===== src/rtl/bin_to_bcd_conv.sv =====
// Sequential binary-to-BCD converter using the double-dabble (shift-and-add-3) algorithm.
// One bit is processed per clock; results are handed off with a valid/ready pair.
module bin_to_bcd_conv #(
  parameter int unsigned W  = 8,
  parameter int unsigned ND = 3
) (
  input  logic              clk,
  input  logic              resetN,
  input  logic              inValid,
  output logic              inReady,
  input  logic [W-1:0]      inBin,
  output logic              outValid,
  input  logic              outReady,
  output logic [4*ND-1:0]   outBcd,
  output logic              busy
);

  localparam int unsigned BW = 4 * ND;
  localparam int unsigned CW = $clog2(W + 1);

  function automatic longint unsigned pow10(input int unsigned n);
    longint unsigned p;
    p = 64'd1;
    for (int unsigned k = 0; k < n; k++) p = p * 64'd10;
    return p;
  endfunction

  // Refuse to build a converter whose digit count cannot hold the full input range.
  generate
    if (pow10(ND) < (64'd1 << W)) begin : g_range_check
      $error("bin_to_bcd_conv: ND BCD digits cannot represent W-bit inputs");
    end
  endgenerate

  typedef enum logic [1:0] {IDLE, SHIFT, DONE} state_t;

  state_t         state, state_next;
  logic [W-1:0]   bin_q;
  logic [BW-1:0]  bcd_q;
  logic [CW-1:0]  cnt_q;
  logic [BW-1:0]  adj;
  logic [BW-1:0]  step_bcd;
  logic [W-1:0]   step_bin;
  logic           last_step;

  // One double-dabble step: correct digits >= 5, then shift {bcd, bin} left.
  always_comb begin
    adj = bcd_q;
    for (int unsigned i = 0; i < ND; i++) begin
      if (bcd_q[4*i +: 4] >= 4'd5) adj[4*i +: 4] = bcd_q[4*i +: 4] + 4'd3;
    end
    {step_bcd, step_bin} = {adj, bin_q} << 1;
  end

  assign last_step = (cnt_q == CW'(1));

  always_ff @(posedge clk) begin
    if (!resetN) state <= IDLE;
    else         state <= state_next;
  end

  always_comb begin
    state_next = state;
    unique case (state)
      IDLE:    if (inValid)   state_next = SHIFT;
      SHIFT:   if (last_step) state_next = DONE;
      DONE:    if (outReady)  state_next = IDLE;
      default:                state_next = IDLE;
    endcase
  end

  // Datapath and registered handshake flags, decoded from the upcoming state.
  always_ff @(posedge clk) begin
    if (!resetN) begin
      bin_q    <= '0;
      bcd_q    <= '0;
      cnt_q    <= '0;
      outBcd   <= '0;
      inReady  <= 1'b1;
      outValid <= 1'b0;
      busy     <= 1'b0;
    end else begin
      inReady  <= (state_next == IDLE);
      outValid <= (state_next == DONE);
      busy     <= (state_next != IDLE);
      unique case (state)
        IDLE: begin
          if (inValid) begin
            bin_q <= inBin;
            bcd_q <= '0;
            cnt_q <= CW'(W);
          end
        end
        SHIFT: begin
          bin_q <= step_bin;
          bcd_q <= step_bcd;
          cnt_q <= cnt_q - CW'(1);
          if (last_step) outBcd <= step_bcd;
        end
        default: ;
      endcase
    end
  end

endmodule


===== config.mk =====
export PLATFORM = sky130hd
export DESIGN_NAME = bin_to_bcd_conv
export DESIGN_NICKNAME = d
export VERILOG_FILES = /design/src/rtl/bin_to_bcd_conv.sv
export SDC_FILE = /design/constraint.sdc
export NUM_CORES = 1
export LEC_CHECK = 0
export ABC_AREA = 1
export CORE_ASPECT_RATIO = 1.4
export CORE_MARGIN = 2
export CORE_UTILIZATION = 45
export DETAILED_ROUTE_END_ITERATION = 8
export GPL_TIMING_DRIVEN = 0
export PLACE_DENSITY_LB_ADDON = 0.08
export SLEW_MARGIN = 0
export SYNTH_ARGS = -nofsm -noshare
export SYNTH_HDL_FRONTEND = slang
export SYNTH_SLANG_ARGS = --single-unit

===== constraint.sdc =====
create_clock -name clk -period 2.4 [get_ports clk]
set_clock_uncertainty 0.05 [all_clocks]
set_input_delay 0.6 -clock clk [delete_from_list [all_inputs] [get_ports clk]]
set_output_delay 0.6 -clock clk [all_outputs]
set_load 0.1 [all_outputs]

Word-level counts from Yosys, hierarchy flattened
Cells that the tools add are included.

Register bits after elaboration: 41. Input port bits: 12. Output and inout port bits: 15. Logic and storage cells: 39.

Add/sub/neg operators: 4. Magnitude comparators: 3. Equal/unequal tests: 5. Multiplexer cells: 13. Reductions and logical operators: 6.

Operators with widths (count): 12-bit one-hot mux with 2 select lines (1); 8-bit one-hot mux with 2 select lines (1); 4-bit by 3-bit >= comparator with 1-bit output, second input constant (3); 12-bit 2-to-1 mux (1); 4-bit 2-to-1 mux (3); 4-bit by 2-bit adder with 4-bit output, second input constant (2); 8-bit 2-to-1 mux (1); 4-bit one-hot mux with 2 select lines (1); 2-bit 2-to-1 mux (3); 2-bit one-hot mux with 3 select lines (1); 2-bit equality test, second input constant (2); 4-bit by 1-bit equality test with 1-bit output, second input constant (1); 2-bit zero test (2); 2-bit AND reduction (2); 2-bit nonzero test (2); 4-bit by 1-bit subtractor with 4-bit output, second input constant (1); 3-bit by 2-bit adder with 3-bit output, second input constant (1); 3-bit 2-to-1 mux (1); 2-bit by 1-bit equality test with 1-bit output, second input constant (1); 2-bit inequality test, second input constant (1).

Longest topological paths before layout
Depth after elaboration: 4. Depth in mapped cells: 9. Mapped depth without buffers: 9.

Worst setup path after synthesis
OpenSTA, ideal clock, no wires.

Path type: register -> output. From: register outBcd[4]. To: output port outBcd[4]. Arrival time: 0.925 ns. Required time: 1.750 ns. Path slack: 0.825 ns. Stages on the path, launching flop included: 1. Buffers on the path: 0. Cells stage by stage: dfxtp_1.

RTL lines: from (decl) (RTL line 14) `output logic [4*ND-1:0] outBcd,`; from (signal assigned) (RTL line 98) `if (last_step) outBcd <= step_bcd;`.

No word-level cell between the ends.

Worst setup path in the final report
From: register outBcd[8]. To: output port outBcd[8].

No word-level cell between the ends.

==> results.md <==
- Initial Utilization: between 40% and 50%
- Fin crit period: 2150 ps
- Die Span X: roughly 59 um
- CTS buffer count: 5
- Clk buf depth: 2
- Clock Pin Slew Worst Setup and Hold Paths: approximately 80 ps
- CTS sink count: 41
- Synth Area in XOR/XNOR: 0%
- Period Utilization, post-route: between 80% and 90%
- Commonest non-fill, non-tap cell in the layout: nand2_1
- Detailed Routing Iterations Pass 1: 6
- YS warnings: 0
- Inserted Diodes: 0
- Worst Setup SP: outBcd[8]$_SDFFE_PN0P_
- Setup TNS Final: 0 ps
- Hpwl dp: 3.04 mm
- CP endpoint kind: output pin
- PwrDens: roughly 640 mW/mm^2
- Min-delay src: outBcd[7]$_SDFFE_PN0P_
- Die area: ~0.0048 mm^2
- Synthesis-to-finish area growth: 21.5%
- CP bufs+invs: 1
- Final setup violating endpoints: 0
- Largest family of logic cells by synthesized area: simple AND/OR/NAND/NOR gates
- Placed cell area: about 0.0022 mm^2
- Clock latency on the worst-skew pair: just under 300 ps
- Layout Nets: between 300 and 400
- Post-Synth Adder-Cell Area: under 10%
- Setup ws final: around 250 ps
- RSZ-0062 raised after global routing: no
- Syn_area_per_cell: roughly 7.3 um^2
- CP Launch Type: flop
- Max-Cap Viols: 0
- Worst-path cell with the longest stage delay: dlygate4sd2_1
- Post-Synth Simple-Gate Area: 29.4%
- Site Rows: 28
- Leading cell types in the layout, fill and taps excluded: 74 x nand2_1, 41 x dfxtp_1, 28 x a21oi_1
- CP Max Fanout: 2
- WP data arrival: roughly 1500 ps
- DRC viols: 0
- WL/cell: 12.6 um
- Initial antenna violation count: 0
- Largest net degree at the start of global routing: 13
- TritonCTS clock tree: built
- Post-synth net total: 280
- Design area: between 0.002 and 0.0025 mm^2
- Critical path's top delay family: buffers and inverters
- Final WL: 4.26 mm
- Core Region: about 0.0041 mm^2
- Delay of the slowest critical-path stage: around 860 ps
- Register area share after synthesis: a little over two fifths
- Outcome: completed
- Mux contribution to synthesized area: 0%
- WS Path Type: reg2out
- Worst Hold Class: reg2reg
- Worst slew margin: 35.6%
- Synth cell types: 26
- Top-Level Pins: 27
- Root Buffer: clkbuf_8
- Peak VDD IR: approximately 0.42 mV
- Post-route ant nets: 0
- Dpl cells: 331
- Syn Std Cell Area: about 0.0019 mm^2
- Post-place setup slack: 271 ps
- Fmax: about 460 MHz
- Slew Viols, Final: 0
- Global-route wire length before repair: roughly 7.4 mm
- Syn Inst Count: between 200 and 300
- Mean number of vias per cell: 5.18
- Compound-gate portion of the synthesized area: between 10% and 20%
- Crit-path cells: dlygate4sd2_1
- Worst EP required: about 1800 ps
- Fin cells: ~340
- Iteration-0 DRC Markers: between 40 and 50
- Routability Congestion: about 0.9
- Worst slew pin tran: approximately 960 ps
- Worst reg2reg startpoint: bcd_q[4]$_SDFFE_PN0P_
- Gr usage total: 20.6%
- Total grt overflow: 0
- Die height: 81.0 um
- Lkg Pwr: between 0.001 and 0.0015 uW
- Number of synthesized register bits: 41
- H-tree depth: 2
- Layout cell share with drive strength beyond 1: 10.2%
- Via count: about 1,800
- Post-CTS setup buffers: 0
- PortBufs: 26
- Vias in the first global route: 1,675
- Hold Vio Cnt, Final: 0
- CTS Hold Bufs: 0
[repair_timing]
item | 4_1_cts | 5_1_grt
gates resized for setup | 12 | 3
setup endpoints to repair | 12 | 3
gates cloned | 0 | 0
endpoints found under the hold margin | 0 | 0
[metrics by stage]
step                hold slack, ps  total power (uW)  utilization, %
floorplan                      386               925               -
global placement               400               998            53.8
detailed placement             406               999            53.8
CTS                            417              1490            55.9
global route                   439              1540            56.1
finish                         413              1470            56.1
[cells by family after synthesis]
logic type / after synthesis
buf+inv: 38
compound gates: 47
simple gates: 126
fa+ha+maj: 8
flops: 41
[routing by layer]
metal	up-vias	track usage (%)	part of all wire, %
li1	909	-	-
met1	815	22.6	43
met2	25	37.3	52
met3	6	5.10	3.4
met4	0	7.73	1.4
met5	-	0	0
[registers in the layout, indices dropped and copies added (netlist names)]
register  count
busy          1
outValid      1
state         2
cnt_q         4
bcd_q        12
inReady       1
bin_q         8
outBcd       12
[final cells by class]
| class | count | area (um^2) |
|---|---|---|
| fill | 424 | 1820 |
| inverter | 30 | 113 |
| timing repair buffer | 26 | 253 |
| clock inverter | 1 | 5.00 |
| buffer | 8 | 60.1 |
| multi-input combinational | 181 | 915 |
| sequential | 41 | 821 |
| tap | 45 | 56.3 |
| clock buffer | 7 | 96.3 |
[cell usage after synthesis, drive strengths merged]
library cell | n | area share (%)
nor2 | 20 | 5.3
dfxtp | 41 | 43
nand2 | 77 | 16
ha | 8 | 5.2
inv | 30 | 5.9
buf | 5 | 2.6
clkbuf | 3 | 0.59
and2 | 1 | 0.33
a31oi | 3 | 0.98
nand3 | 20 | 5.5
nor3 | 2 | 0.52
o21ai | 11 | 2.9
a21oi | 30 | 8.3
nand4 | 6 | 2.0
o22ai | 1 | 0.33
a22oi | 1 | 0.39
o21a | 1 | 0.39
[power by group]
part	switching, uW	internal, uW
clock network	237	260
registers	15.9	709
logic	174	77.5
[final timing paths]
| check | slack [ps] | endpoint | depth (start not counted) |
|---|---|---|---|
| max | 250 | outBcd[8] | 1 |
| min | 410 | outBcd[7]$_SDFFE_PN0P_ | 2 |
| max reg2reg | 940 | outBcd[5]$_SDFFE_PN0P_ | 8 |
| min reg2reg | 410 | outBcd[7]$_SDFFE_PN0P_ | 2 |
[worst min-delay path, stage by stage, from the launching register on]
cell,delay (ps)
dfxtp_1,310
nand2_1,60
a21oi_1,50
Power figures use the tool's default switching activity.
